## src/rtl/wb_trace_uart_pkg.sv

```systemverilog
// Shared constants, FSM encoding and frame-byte helper for the writeback trace UART.
package wb_trace_uart_pkg;

   localparam logic [2:0] TRACE_SYNC        = 3'b101;
   localparam int         TRACE_FRAME_BYTES = 5;
   localparam int         TRACE_ENTRY_W     = 37;

   typedef enum logic [2:0] {
      ST_IDLE  = 3'd0,
      ST_LOAD  = 3'd1,
      ST_START = 3'd2,
      ST_DATA  = 3'd3,
      ST_STOP  = 3'd4
   } tx_state_e;

   // Selects byte idx of the on-wire frame from a {brAddr, brDataIn} entry.
   // Byte 0 carries the sync pattern and register number, bytes 1..4 the data MSB first.
   function automatic logic [7:0] trace_frame_byte(input logic [TRACE_ENTRY_W-1:0] entry,
                                                   input logic [2:0]               idx);
      logic [7:0] b;
      case (idx)
         3'd0:    b = {TRACE_SYNC, entry[36:32]};
         3'd1:    b = entry[31:24];
         3'd2:    b = entry[23:16];
         3'd3:    b = entry[15:8];
         3'd4:    b = entry[7:0];
         default: b = 8'hFF;
      endcase
      return b;
   endfunction

endpackage

```

## src/rtl/trace_fifo.sv

```systemverilog
// Synchronous FIFO holding queued writeback events. Full/empty come from the
// occupancy counter; pointers simply wrap because DEPTH is a power of two.
module trace_fifo #(
   parameter int DEPTH = 16,
   parameter int WIDTH = 37
) (
   input  logic                   i_clk,
   input  logic                   i_rst_n,
   input  logic                   i_push,
   input  logic                   i_pop,
   input  logic [WIDTH-1:0]       i_din,
   output logic [WIDTH-1:0]       o_dout,
   output logic [$clog2(DEPTH):0] o_level,
   output logic                   o_full,
   output logic                   o_empty
);

   localparam int AW = $clog2(DEPTH);
   localparam int LW = AW + 1;

   logic [WIDTH-1:0] r_mem [DEPTH];
   logic [AW-1:0]    r_wr_ptr;
   logic [AW-1:0]    r_rd_ptr;
   logic [LW-1:0]    r_level;
   logic             w_wr_en;
   logic             w_rd_en;

   assign o_full  = (r_level == LW'(DEPTH));
   assign o_empty = (r_level == LW'(0));
   assign o_level = r_level;
   assign o_dout  = r_mem[r_rd_ptr];

   // A pop frees a slot in the same cycle, so a push into a full FIFO is still taken then.
   assign w_rd_en = i_pop && !o_empty;
   assign w_wr_en = i_push && (!o_full || w_rd_en);

   // Entry storage; contents need no reset because the level counter gates every read.
   always_ff @(posedge i_clk) begin
      if (w_wr_en) begin
         r_mem[r_wr_ptr] <= i_din;
      end
   end

   // Read/write pointers and occupancy counter.
   always_ff @(posedge i_clk or negedge i_rst_n) begin
      if (!i_rst_n) begin
         r_wr_ptr <= AW'(0);
         r_rd_ptr <= AW'(0);
         r_level  <= LW'(0);
      end else begin
         if (w_wr_en) begin
            r_wr_ptr <= r_wr_ptr + AW'(1);
         end
         if (w_rd_en) begin
            r_rd_ptr <= r_rd_ptr + AW'(1);
         end
         case ({w_wr_en, w_rd_en})
            2'b10:   r_level <= r_level + LW'(1);
            2'b01:   r_level <= r_level - LW'(1);
            default: r_level <= r_level;
         endcase
      end
   end

endmodule

```

## src/rtl/wb_trace_uart.sv

```systemverilog
// Writeback trace: queues register-file writes and serializes each as a 5-byte
// UART 8N1 frame. Never back-pressures the core; overflowing events are counted.
module wb_trace_uart
   import wb_trace_uart_pkg::*;
#(
   parameter int FIFO_DEPTH   = 16,
   parameter int CLKS_PER_BIT = 434,
   parameter int DROP_CNT_W   = 16
) (
   input  logic                        clk,
   input  logic                        rst,
   input  logic                        wbValid,
   input  logic [4:0]                  brAddr,
   input  logic [31:0]                 brDataIn,
   input  logic                        traceEn,
   output logic                        tx,
   output logic                        busy,
   output logic                        overflow,
   output logic [DROP_CNT_W-1:0]       dropCount,
   output logic [$clog2(FIFO_DEPTH):0] level
);

   localparam int            TW        = $clog2(CLKS_PER_BIT);
   localparam logic [TW-1:0] BIT_RELOAD = TW'(CLKS_PER_BIT - 1);
   localparam logic [2:0]    LAST_BYTE  = 3'(TRACE_FRAME_BYTES - 1);

   tx_state_e                r_state;
   tx_state_e                w_state_nxt;
   logic [TW-1:0]            r_timer;
   logic [TW-1:0]            w_timer_nxt;
   logic [2:0]               r_bit_idx;
   logic [2:0]               w_bit_nxt;
   logic [2:0]               r_byte_idx;
   logic [2:0]               w_byte_nxt;
   logic                     r_tx;
   logic                     w_tx_nxt;
   logic [TRACE_ENTRY_W-1:0] r_frame;
   logic                     r_overflow;
   logic [DROP_CNT_W-1:0]    r_drop_cnt;

   logic                     w_qual;
   logic                     w_pop;
   logic                     w_drop;
   logic                     w_full;
   logic                     w_empty;
   logic [TRACE_ENTRY_W-1:0] w_fifo_dout;
   logic [7:0]               w_cur_byte;
   logic [2:0]               w_bit_inc;

   // Writes to $zero are not architecturally visible and are never traced.
   assign w_qual = wbValid && traceEn && (brAddr != 5'd0);
   // Dropped only when full with no pop to make room in the same cycle.
   assign w_drop = w_qual && w_full && !w_pop;

   trace_fifo #(
      .DEPTH (FIFO_DEPTH),
      .WIDTH (TRACE_ENTRY_W)
   ) u_fifo (
      .i_clk   (clk),
      .i_rst_n (rst),
      .i_push  (w_qual),
      .i_pop   (w_pop),
      .i_din   ({brAddr, brDataIn}),
      .o_dout  (w_fifo_dout),
      .o_level (level),
      .o_full  (w_full),
      .o_empty (w_empty)
   );

   assign w_cur_byte = trace_frame_byte(r_frame, r_byte_idx);
   assign w_bit_inc  = r_bit_idx + 3'd1;

   assign tx        = r_tx;
   assign busy      = (r_state != ST_IDLE) || !w_empty;
   assign overflow  = r_overflow;
   assign dropCount = r_drop_cnt;

   // Next-state logic; w_tx_nxt is the line level for the cycle being entered.
   always_comb begin
      w_state_nxt = r_state;
      w_timer_nxt = r_timer;
      w_bit_nxt   = r_bit_idx;
      w_byte_nxt  = r_byte_idx;
      w_tx_nxt    = 1'b1;
      w_pop       = 1'b0;
      case (r_state)
         ST_IDLE: begin
            if (!w_empty) begin
               w_state_nxt = ST_LOAD;
            end else begin
               w_state_nxt = ST_IDLE;
            end
         end
         ST_LOAD: begin
            w_pop       = 1'b1;
            w_byte_nxt  = 3'd0;
            w_bit_nxt   = 3'd0;
            w_timer_nxt = BIT_RELOAD;
            w_state_nxt = ST_START;
            w_tx_nxt    = 1'b0;
         end
         ST_START: begin
            w_tx_nxt = 1'b0;
            if (r_timer == TW'(0)) begin
               w_timer_nxt = BIT_RELOAD;
               w_bit_nxt   = 3'd0;
               w_state_nxt = ST_DATA;
               w_tx_nxt    = w_cur_byte[0];
            end else begin
               w_timer_nxt = r_timer - TW'(1);
            end
         end
         ST_DATA: begin
            w_tx_nxt = w_cur_byte[r_bit_idx];
            if (r_timer == TW'(0)) begin
               w_timer_nxt = BIT_RELOAD;
               if (r_bit_idx == 3'd7) begin
                  w_state_nxt = ST_STOP;
                  w_tx_nxt    = 1'b1;
               end else begin
                  w_bit_nxt = w_bit_inc;
                  w_tx_nxt  = w_cur_byte[w_bit_inc];
               end
            end else begin
               w_timer_nxt = r_timer - TW'(1);
            end
         end
         ST_STOP: begin
            w_tx_nxt = 1'b1;
            if (r_timer == TW'(0)) begin
               w_timer_nxt = BIT_RELOAD;
               if (r_byte_idx < LAST_BYTE) begin
                  w_byte_nxt  = r_byte_idx + 3'd1;
                  w_state_nxt = ST_START;
                  w_tx_nxt    = 1'b0;
               end else if (!w_empty) begin
                  w_state_nxt = ST_LOAD;
               end else begin
                  w_state_nxt = ST_IDLE;
               end
            end else begin
               w_timer_nxt = r_timer - TW'(1);
            end
         end
         default: begin
            w_state_nxt = ST_IDLE;
            w_tx_nxt    = 1'b1;
         end
      endcase
   end

   // FSM state, bit timer, indices and the tx flop; reset returns the line to idle-high at once.
   always_ff @(posedge clk or negedge rst) begin
      if (!rst) begin
         r_state    <= ST_IDLE;
         r_timer    <= TW'(0);
         r_bit_idx  <= 3'd0;
         r_byte_idx <= 3'd0;
         r_tx       <= 1'b1;
      end else begin
         r_state    <= w_state_nxt;
         r_timer    <= w_timer_nxt;
         r_bit_idx  <= w_bit_nxt;
         r_byte_idx <= w_byte_nxt;
         r_tx       <= w_tx_nxt;
      end
   end

   // Frame register captures the FIFO head on the pop cycle.
   always_ff @(posedge clk or negedge rst) begin
      if (!rst) begin
         r_frame <= {TRACE_ENTRY_W{1'b0}};
      end else if (w_pop) begin
         r_frame <= w_fifo_dout;
      end else begin
         r_frame <= r_frame;
      end
   end

   // Sticky overflow flag and saturating drop counter.
   always_ff @(posedge clk or negedge rst) begin
      if (!rst) begin
         r_overflow <= 1'b0;
         r_drop_cnt <= {DROP_CNT_W{1'b0}};
      end else if (w_drop) begin
         r_overflow <= 1'b1;
         if (r_drop_cnt != {DROP_CNT_W{1'b1}}) begin
            r_drop_cnt <= r_drop_cnt + DROP_CNT_W'(1);
         end else begin
            r_drop_cnt <= r_drop_cnt;
         end
      end else begin
         r_overflow <= r_overflow;
         r_drop_cnt <= r_drop_cnt;
      end
   end

endmodule
```

## config.mk

```make
export PLATFORM = sky130hd
export DESIGN_NAME = wb_trace_uart
export DESIGN_NICKNAME = d
export VERILOG_FILES = /design/src/rtl/wb_trace_uart_pkg.sv /design/src/rtl/trace_fifo.sv /design/src/rtl/wb_trace_uart.sv
export SDC_FILE = /design/constraint.sdc
export NUM_CORES = 1
export LEC_CHECK = 0
export BUFFER_PORTS_ARGS = -buffer_cell sky130_fd_sc_hd__buf_2
export CAP_MARGIN = 15
export CORE_ASPECT_RATIO = 2
export CORE_MARGIN = 2
export CORE_UTILIZATION = 61
export CTS_BUF_LIST = sky130_fd_sc_hd__clkbuf_8
export CTS_CLUSTER_DIAMETER = 40
export CTS_CLUSTER_SIZE = 25
export DETAILED_ROUTE_END_ITERATION = 10
export HOLD_SLACK_MARGIN = 0.1
export PLACE_DENSITY = 0.75
export SLEW_MARGIN = 20
export SYNTH_ARGS = -nofsm -noshare
export SYNTH_HDL_FRONTEND = slang
export SYNTH_SLANG_ARGS = --single-unit
```

## constraint.sdc

```tcl
create_clock -name clk -period 14.3 [get_ports clk]
set_clock_uncertainty 0.15 [all_clocks]
set_input_delay 2.86 -clock clk [delete_from_list [all_inputs] [get_ports clk]]
set_output_delay 2.86 -clock clk [all_outputs]
set_load 0.02 [all_outputs]
```

==> summary by stage, run 1 <==
Status
The run finished with clean final reports.

Worst setup path
The type of element capturing the critical path is an output pin. The class of the most critical setup path is register to output pin. The internal reg-to-reg setup slack is 10,440 ps. The worst setup path is launched from a register. The critical path data required time is 11,290 ps. The number of cells on the worst reg-to-reg path is 6. The arrival time reported for the critical path endpoint is 2260 ps. The startpoint of the worst register-to-register path is u_fifo.r_rd_ptr[0]. In this run the critical register-to-register path is captured at r_frame[20]. The largest fanout on the critical path is 5.

Synthesis
The count of unique library cells instantiated by Yosys is 65. The largest total area in the synthesized netlist belongs to sky130_fd_sc_hd__edfxtp_1. Yosys instantiated no cell more often than sky130_fd_sc_hd__edfxtp_1.

The total standard cell area after synthesis is 26,700 um2. After synthesis, the share of flip-flops with an asynchronous set or reset is 12.7%. The most used flip-flop cell after synthesis is sky130_fd_sc_hd__edfxtp_1. For this run, the number of Yosys warnings is 0. Dividing the synthesized area by the synthesized cell count gives 20.0 um2. After synthesis, the cell types taking the most area are sky130_fd_sc_hd__edfxtp_1, sky130_fd_sc_hd__mux4_2, sky130_fd_sc_hd__dfrtp_1. After synthesis, the largest area contributor takes up 66.5% of total cell area. The synthesized instance count is 1,339. The register bit count reported by yosys is 678.

The number of enable flip-flop cells after synthesis is 592. After synthesis, the most frequently instantiated cells are sky130_fd_sc_hd__edfxtp_1, sky130_fd_sc_hd__mux4_2, sky130_fd_sc_hd__nand2_1, sky130_fd_sc_hd__dfrtp_1, sky130_fd_sc_hd__clkbuf_1. Synthesis produced a netlist with a net count of 1,398. The share of the Yosys chip area taken by registers is 74.6%.

Power
The maximum resistive drop on vdd is 0.103 mV. The post-layout total power is 4820 uW. The leakage power figure is 0.00949 uW. For this design the ratio of total power to cell area is 167 nW/um2.

STA
Subtracting the final worst setup slack from the clock period gives 5270 ps. The count of final setup violators is 0. For the pin with the worst max-slew slack, the measured transition is 1010 ps. The period utilization is 36.9%.

The number of max-slew violations in the final report was 0. The final hold violation count is 0. The total negative slack is 0 ps. Setup repair after global routing left no endpoint under its margin. The worst-case headroom to the max-slew limit is 32.3%. The maximum clock frequency is 0.190 GHz.

Routing
The count of unresolved DRC violations after routing is 0. The routed wirelength normalized by instance count is 27.6 um. In the routed layout, each cell is associated on average with a via count of 6.43. Before antenna repair, the detailed router went through 7 iterations. The first routing iteration left 1,248 violations. The remaining antenna violation count after routing is 0. The total number of vias is 12,800. The total length of routed wires is 54,800 um.

Layout
The area growth from synthesis to layout is 7.65%. The final-layout fill cell count is 2,777. In the final layout, the share of cells above drive strength 1 is 26.7%. The post-layout instance area is 28,800 um2. The final net count is 1,465.

In the final layout, flip-flops and latches occupy 19,900 um2. The multi-input combinational cells in the finished layout cover a total of 6530 um2. The count of cells in the finished layout, fillers not included, comes to 1,987. Cells fill 66.3% of the core in the end.

Run
The number of violations of the max-capacitance limit is 0.

Global routing
The first global-routing pass estimated 82,400 um of wire. The pin count of the biggest net entering global routing is 70. After global routing the overflow that remains totals 0.

The number of global-route vias before repair is 13,300. The initial antenna violation count was 3. The global-route usage over all layers is 24.4%.

Clock network
For the worst-skew pair, the clock arrives at the later sink with an insertion delay of 640 ps. CTS placed an instance of sky130_fd_sc_hd__clkbuf_8 at the clock tree root. The H-tree was split into 2 levels.

The number of clock sinks seen by CTS is 678. The clock transition at the register clock pins on the worst setup and hold paths after CTS is 120 ps. In this run, CTS created clock tree buffers numbering 43. For this design, the CTS-stage hold fixing added 0 buffers. The maximum clock path buffer count is 3.

After clock tree synthesis, the setup repair step added 0 buffers. TritonCTS built the clock tree. The number of gates resized after cts is 0.

Floorplanning
The placeable core area is 43,400 um2. The initial utilization of the core area, before any placement, comes to 61.6%. The die outline area is 45,600 um2. The chip height is 300 um. The I/O pin total is 65.

The die extent in x is 152 um. After floorplanning, the core was divided into 108 placement rows.

Place
The cell area reported after detailed placement is 27,700 um2. The detailed placement HPWL is 33,000 um. The number of cells in the design after placement is 1,911. The congestion estimate from routability-driven global placement came to 0.861. The count of buffers from port buffering is 64.

Hold path
The endpoint with the worst hold slack is r_frame[7]. The tightest min-delay check is of the register to register type. The startpoint identified for the worst hold timing path is r_frame[7]. The number of cells on the worst hold path is 2.
[power breakdown]
group	internal, uW	switching, uW
combinational	630	609
clock	402	664
sequential	2320	187
total	3360	1460
[critical path: stages, from the launching register on]
cell and delay, ps:
sky130_fd_sc_hd__dfrtp_1 440, sky130_fd_sc_hd__or4_1 580, sky130_fd_sc_hd__nor2_1 330, sky130_fd_sc_hd__nand3b_1 110, sky130_fd_sc_hd__buf_2 180
[logic make-up after synthesis]
group | Yosys count | synth area share, %
flops | 678 | 74.6
simple gates | 237 | 4.12
xor+xnor | 27 | 0.885
mux | 191 | 15.5
compound gates | 102 | 2.78
buf+inv | 86 | 1.27
fa+ha+maj | 18 | 0.871
[worst max-delay path by stage]
stage / cells after the start / from / to / slack, ps
after floorplan: 5 / brAddr[1] / u_fifo.r_mem[4][0] / 7520
final: 4 / u_fifo.o_level[1] / busy / 9030
after global placement: 6 / brAddr[1] / u_fifo.r_mem[2][22] / 8390
after global routing: 4 / u_fifo.o_level[1] / busy / 8880
after detailed placement: 6 / brAddr[3] / u_fifo.r_mem[0][18] / 8220
after CTS: 6 / brAddr[0] / u_fifo.r_mem[0][7] / 8880
[layer usage]
| layer | up-vias | routed length, um | share of wire (%) | global-route usage [%] |
|---|---|---|---|---|
| li1 | 5530 | - | - | - |
| met1 | 6736 | 20200 | 37 | 30.2 |
| met2 | 401 | 30200 | 55 | 44.6 |
| met3 | 106 | 2250 | 4.1 | 2.64 |
| met4 | 4 | 2100 | 3.8 | 8.99 |
| met5 | - | 30 | 0.055 | 0 |
[sequential cells by signal, indices dropped and copies added (netlist names)]
signal           cells
dropCount           16
r_bit_idx            3
u_fifo.r_rd_ptr      4
r_state              3
u_fifo.r_mem       592
u_fifo.o_level       5
overflow             1
u_fifo.r_wr_ptr      4
r_timer              9
tx                   1
r_frame             37
r_byte_idx           3
[stage by stage]
step / setup WS [ps] / hold WS, ps
after floorplan: 7520 / 287
after detailed placement: 8220 / 297
after global placement: 8390 / 302
final: 9030 / 327
after CTS: 8880 / 333
after global routing: 8880 / 357
[cell type report]
| type | count | area share, % |
|---|---|---|
| Timing Repair Buffer | 88 | 1.75 |
| Sequential cell | 678 | 69.3 |
| Inverter | 20 | 0.261 |
| Antenna cell | 1 | 0.00870 |
| Clock buffer | 43 | 2.06 |
| Multi-Input combinational cell | 575 | 22.7 |
| Tap cell | 550 | 2.39 |
| Clock inverter | 32 | 1.54 |
[layout by cell type, fill, tap and decap left out, types with 4 or more instances in the layout]
cell                         count
sky130_fd_sc_hd__nand3_1        18
sky130_fd_sc_hd__clkinvlp_4      4
sky130_fd_sc_hd__nand2_1       129
sky130_fd_sc_hd__nor2_1         26
sky130_fd_sc_hd__a32oi_1         7
sky130_fd_sc_hd__inv_1          21
sky130_fd_sc_hd__and2_2          4
sky130_fd_sc_hd__nand2b_1        7
sky130_fd_sc_hd__a211oi_1        4
sky130_fd_sc_hd__a31oi_1         5
sky130_fd_sc_hd__o21a_1          4
sky130_fd_sc_hd__inv_8           5
sky130_fd_sc_hd__mux4_2        177
sky130_fd_sc_hd__edfxtp_1      592
sky130_fd_sc_hd__dfrtp_1        81
sky130_fd_sc_hd__nor3_2          4
sky130_fd_sc_hd__xnor2_1        23
sky130_fd_sc_hd__bufinv_16       4
sky130_fd_sc_hd__nor3_1          6
sky130_fd_sc_hd__and2_4          4
sky130_fd_sc_hd__ha_1           17
sky130_fd_sc_hd__a21o_1          9
sky130_fd_sc_hd__clkbuf_8       43
sky130_fd_sc_hd__inv_6           4
sky130_fd_sc_hd__a21oi_1        11
sky130_fd_sc_hd__inv_12          4
sky130_fd_sc_hd__a22oi_1         5
sky130_fd_sc_hd__xor2_1          4
sky130_fd_sc_hd__o32ai_1         5
sky130_fd_sc_hd__buf_4          25
sky130_fd_sc_hd__a222oi_1        5
sky130_fd_sc_hd__mux2_2         12
sky130_fd_sc_hd__buf_2          63
sky130_fd_sc_hd__nand4_1        10
sky130_fd_sc_hd__nor2_4          4
sky130_fd_sc_hd__o21ai_0        24
Note: power is estimated with default switching activity, not from simulation.
==> run 2, diff against run 1 <==
--- a/config.mk
+++ b/config.mk
@@ -9,7 +9,7 @@
 export CAP_MARGIN = 15
 export CORE_ASPECT_RATIO = 2
 export CORE_MARGIN = 2
-export CORE_UTILIZATION = 61
+export CORE_UTILIZATION = 58
 export CTS_BUF_LIST = sky130_fd_sc_hd__clkbuf_8
 export CTS_CLUSTER_DIAMETER = 40
 export CTS_CLUSTER_SIZE = 25
==> constraint.sdc (replaced) <==
create_clock -name clk -period 4.2 [get_ports clk]
set_clock_uncertainty 0.15 [all_clocks]
set_input_delay 0.84 -clock clk [delete_from_list [all_inputs] [get_ports clk]]
set_output_delay 0.84 -clock clk [all_outputs]
set_load 0.02 [all_outputs]
==> run 2 against run 1 <==
Net effect:
- first-iteration DRC count shrank 13%
- non-clock buffer count grew 20
- sequential share of layout area shrank 0.73 points
- worst setup slack lost 8200 ps
- flip-flop and latch count is the same
- highest routed layer unchanged
- critical path depth is the same
- global-route usage is essentially flat
- hold slack lost 240 ps
- total power grew to 3.5 times the previous value
- via count grew 1.6%
- combinational power grew to 3.7 times the previous value
- die area grew 5.1%
==> summary by stage, run 2 (synthesis results as in run 1) <==
Layout
The layout cell share with drive strength beyond 1 is 27.9%. The library cells used most frequently in the layout, excluding fill and tap cells, are sky130_fd_sc_hd__edfxtp_1, sky130_fd_sc_hd__mux4_2, sky130_fd_sc_hd__nand2_1, sky130_fd_sc_hd__dfrtp_1, sky130_fd_sc_hd__buf_2. The signed area change from the synthesized netlist to the final layout is 8.80%. Measured on the finished design, the core utilization comes to 63.6%. The register with the highest flop count is u_fifo.r_mem. The number of flip-flops under the largest register name is 592. The most frequent standard cell in the layout excluding fill and tap cells is sky130_fd_sc_hd__edfxtp_1. The final net count is 1,487.

Worst setup path
The start point of the critical path is u_fifo.o_level[1]. STA classifies the critical path startpoint as a register. The class of the most critical setup path is register to output pin. The startpoint of the worst register-to-register path is r_byte_idx[2]. Measured in cells, the most critical reg-to-reg path has a length of 8. The critical path data required time is 3210 ps. The arrival time reported for the critical path endpoint is 2330 ps. The type of element capturing the critical path is an output pin. Of all nets on the critical path, the largest fanout is 5.

Clock network
After clock tree synthesis, the setup repair step added 0 buffers. The number of clock sinks seen by CTS is 678. The root buffer cell chosen for the clock tree is sky130_fd_sc_hd__clkbuf_8. After clock tree synthesis, the clock-pin slew on the worst setup and hold paths is 140 ps.

The maximum clock path buffer count is 3. Clock tree synthesis inserted a total of 45 buffers. The clock tree synthesis step divided the H-tree into 2 levels. In this run, post-CTS hold repair placed 0 buffers.

TritonCTS built the clock tree. Clock latency on the worst-skew pair, taken at its later pin, is 660 ps. Once the clock tree was built, the resizer swapped 0 gates to a different size.

Floorplanning
The die outline area is 47,900 um2. The I/O pin total is 65. The core region is 45,700 um2. The initial core utilization is 58.5%. The die extent in x is 156 um. The chip height is 308 um. After floorplanning, the core was divided into 111 placement rows.

Run
The number of violations of the max-capacitance limit is 0.

STA
The count of final setup violators is 0. For the finished layout, the period the worst path requires is 3320 ps. Setup repair after global routing left no endpoint under its margin.

The period utilization is 79.1%. The maximum clock frequency is 0.301 GHz. Measured against its own limit, the worst slew margin works out to 38.4%. The slew of the pin with the lowest slew margin is 922 ps.

The number of max-slew violations in the final report was 0. The final hold violation count is 0.

Place
The final estimated routing congestion in global placement is 0.852. The detailed placement HPWL is 36,800 um. In this run the tool buffered the top-level ports with 64 buffer cells.

Power
The total power per unit cell area is 576 nW/um2. The post-layout total power is 16,800 uW. Summed over all cells, the static leakage comes to 0.00965 uW. Across the VDD grid, the largest voltage drop is 0.466 mV.

Routing
After the first detailed-routing iteration, the DRC count stood at 1,086. In the routed design, unresolved DRC markers number 0. The total number of vias is 13,000. After detailed routing, the number of vias per cell comes to 6.41. The first TritonRoute pass finished after 5 iterations. The routed wirelength normalized by instance count is 27.9 um.

The final layout contains routed wiring with a total length of 56,400 um. In this run the remaining antenna-violating nets after routing total 0.

Global routing
The initial antenna violation count is 2. The number of global-route vias before repair is 13,500. The first global-routing pass estimated 84,600 um of wire. Entering global routing, the biggest net connects 87 pins. The global route total overflow is 0.

The global-route usage over all layers is 24.4%.

Status
The flow ran to the end, and the final reports show no timing, DRC or antenna violations.

Hold path
The min-delay analysis places its worst path in the category input port to asynchronous set/reset pin.
==> run 2: metal layers <==
layer  GRT usage, %  wire [um]
met1           28.1      19700
met2           46.9      32800
met3           2.39       2070
met4           8.53       1880
met5              0         11
==> run 2: worst paths after layout <==
kind / end / slack (ps)
hold reg to reg: r_frame[7] / 330
setup / recovery: busy / 880
max in group asynchronous: u_fifo.r_rd_ptr[0] / 3230
min in group clk: r_frame[7] / 330
setup reg to reg: tx / 1230
hold / removal: dropCount[1] / 90
==> run 2: critical path, stage by stage, from the launching register on <==
cell and delay, ps:
sky130_fd_sc_hd__dfrtp_1 450, sky130_fd_sc_hd__or4_1 590, sky130_fd_sc_hd__nor2_1 330, sky130_fd_sc_hd__nand3b_1 120
sky130_fd_sc_hd__buf_2 200
==> run 2: layout make-up <==
class | count | area (um2)
Clock inverter | 31 | 425
Timing Repair Buffer | 108 | 757
Clock buffer | 47 | 647
Sequential cell | 678 | 19900
Inverter | 20 | 75.1
Multi-Input combinational cell | 575 | 6520
Tap cell | 565 | 707
Fill cell | 3039 | 16600
Antenna cell | 1 | 2.50
==> run 2: per-stage QoR <==
stage | cells | hold WS, ps | worst slack, ps | TNS (ps) | instance area, um2
floorplan | 1339 | 287 | -557 | -82390 | 26700
global placement | 1946 | 301 | 613 | 0 | 28000
detailed placement | 1946 | 308 | 611 | 0 | 28000
CTS | 2024 | 235 | 790 | 0 | 29100
global route | 2025 | 133 | 762 | 0 | 29100
finish | 2025 | 88.6 | 876 | 0 | 29100
==> run 2: power breakdown <==
part           internal [uW]  total [uW]  switching (uW)
combinational           2250        4640            2390
sequential              7910        8470             561
clock                   1300        3640            2340
==> run 3, diff against run 2 <==
--- a/config.mk
+++ b/config.mk
@@ -9,7 +9,7 @@
 export CAP_MARGIN = 15
 export CORE_ASPECT_RATIO = 2
 export CORE_MARGIN = 2
-export CORE_UTILIZATION = 58
+export CORE_UTILIZATION = 61
 export CTS_BUF_LIST = sky130_fd_sc_hd__clkbuf_8
 export CTS_CLUSTER_DIAMETER = 40
 export CTS_CLUSTER_SIZE = 25
==> constraint.sdc (replaced) <==
create_clock -name clk -period 3.25 [get_ports clk]
set_clock_uncertainty 0.15 [all_clocks]
set_input_delay 0.65 -clock clk [delete_from_list [all_inputs] [get_ports clk]]
set_output_delay 0.65 -clock clk [all_outputs]
set_load 0.02 [all_outputs]
==> run 3 against run 2 <==
Net effect:
- sequential share of layout area fell by 0.72 points
- register-to-register slack got worse by 850 ps
- die area fell by 4.8%
- sequential power grew 28%
- first-iteration DRC count is 20% higher
- wire length grew 3.9%
- combinational power is 36% higher
- hold slack improved by 140 ps
- clock-buffer cell count down 3
- global-route usage is 1.8 points higher
- via count rose by 0.97%
==> summary by stage, run 3 (synthesis results as in run 1) <==
Floorplanning
The row count is 108. The die outline area is 45,600 um2. Pin placement for this block handled 65 I/O pins. The chip height is 300 um.

The floorplan step set the die width to 152 um. The placeable core area is 43,400 um2. The initial core utilization is 61.6%.

Run
The number of violations of the max-capacitance limit is 0.

Clock network
The number of gates resized after cts is 0. TritonCTS built the clock tree. The clock insertion delay at the later pin of the skew report is 640 ps. The number of clock sinks seen by CTS is 678. Clock tree synthesis selected as its root buffer the cell sky130_fd_sc_hd__clkbuf_8.

The deepest level of the CTS H-tree is 2. After clock tree synthesis, the clock-pin slew on the worst setup and hold paths is 140 ps. The number of buffers added by the clock tree synthesis step is 43. The maximum clock path buffer count is 3.

Global routing
The global-route wire length before repair is 87,600 um. Entering global routing, the biggest net connects 76 pins. The initial antenna violation count is 4.

For this run the aggregate overflow at the end of global routing stands at 0. The number of global-route vias before repair came to 13,700. Across every metal layer, demand over resource in global routing totals 26.2%.

STA
The total negative slack is 0 ps. The count of final setup violators is 0. The post-layout minimum cycle time is 3150 ps.

The slew of the pin with the lowest slew margin is 780 ps. The tightest hold margin is 224 ps. The period utilization is 96.9%. The number of max-slew violations in the final report came to 0. Measured against its own limit, the worst slew margin works out to 48.0%. The final hold violation count was 0.

Setup repair after global routing left no endpoint under its margin. The maximum clock frequency is 0.318 GHz.

Routing
After detailed routing, the number of vias per cell comes to 6.47. The detailed router finished its first iteration with 1,298 violations. After detailed routing, the average wire length per cell comes to 28.9 um. After detailed routing, the number of remaining DRC violations is 0.

The number of search-and-repair iterations in the first detailed-routing pass is 8. The total number of vias is 13,100. The remaining antenna violation count after routing is 0.

The total length of routed wires is 58,600 um.

Layout
The layout cell share with drive strength beyond 1 is 28.5%. The register with the most flip-flops in the layout has 592 of them. The signed area change from the synthesized netlist to the final layout is 9.95%. Measured on the finished design, the core utilization comes to 67.7%.

In the layout the commonest cells are sky130_fd_sc_hd__edfxtp_1, sky130_fd_sc_hd__mux4_2, sky130_fd_sc_hd__nand2_1, sky130_fd_sc_hd__dfrtp_1, sky130_fd_sc_hd__buf_2. The post-layout instance area is 29,400 um2. The finished layout holds 2,026 standard cells, fillers aside. The net count of the finished layout is 1,500. The register with the most flip-flops in the final layout is u_fifo.r_mem. Leaving out fill and tap cells, the most frequent cell in the layout is sky130_fd_sc_hd__edfxtp_1.

Place
The number of cells in the design after placement is 1,945. The count of buffers from port buffering is 64. The detailed placement HPWL is 38,100 um. The cell area reported after detailed placement is 28,300 um2. The final estimated routing congestion in global placement is 0.877.

Worst setup path
At the worst endpoint, the arrival time is 2350 ps. The internal reg-to-reg setup slack is 380 ps. The critical path launch point type is a register. Of all nets on the critical path, the largest fanout is 5.

The critical path data required time is 2450 ps. The worst setup path is captured at an output pin. The class of the most critical setup path is register to output pin.

Power
Dividing total power by cell area gives a power density of 740 nW/um2. The maximum resistive drop on vdd is 0.503 mV. Summed over all cells, the static leakage comes to 0.00978 uW.

Status
The flow ran to the end, and the final reports show no timing, DRC or antenna violations.

Hold path
The worst hold path belongs to the class input port to register.
-- run 3: cell type report --
type,instances,area (um2)
inverters,20,75.1
multi-input cells,575,6550
fillers,2740,14000
well taps,550,688
clock buffers,44,606
clock inverters,35,418
flip-flops and latches,678,19900
repair buffers,123,1110
diodes,1,2.50
-- run 3: stage by stage --
step                      worst slack (ps)  power, uW
after floorplan                       -413      15100
after global placement                72.8      17300
after detailed placement              57.4      17400
after CTS                             33.3      21900
after global routing                  19.1      22600
final                                  101      21700
-- run 3: path summary, 6_finish.rpt --
kind,to,cells past startpoint,from
hold reg to reg,overflow,1,overflow
min in group asynchronous,u_fifo.o_level[0],2,rst
setup / recovery,busy,5,u_fifo.o_level[1]
setup reg to reg,u_fifo.o_level[4],10,u_fifo.o_level[1]
max in group asynchronous,r_frame[30],3,rst
hold / removal,u_fifo.r_mem[12][16],1,brDataIn[16]
-- run 3: where the power goes --
part / leakage [uW] / switching, uW / internal (uW)
registers: 0.00640 / 624 / 10200
logic: 0.00286 / 3260 / 3050
clock network: 0.000513 / 2880 / 1710
total: 0.00978 / 6760 / 15000
-- run 3: repair_timing --
action,in CTS,in global routing
buffers inserted,0,0
hold buffers,1,0
hold endpoints to repair,52,0
-- run 3: layer usage --
layer,vias up,GRT usage (%),share of wire (%)
met1,6912,31.8,36
met4,4,11.0,4.4
met2,453,48.1,55
met5,-,0,0.043
met3,120,2.62,4.7
li1,5615,-,-
-- run 3: critical path: stages, from the launching register on --
cell and delay (ps):
sky130_fd_sc_hd__dfrtp_1 450, sky130_fd_sc_hd__or4_1 610, sky130_fd_sc_hd__nor2_1 190, sky130_fd_sc_hd__buf_4 180, sky130_fd_sc_hd__nand3b_1 90, sky130_fd_sc_hd__buf_2 190
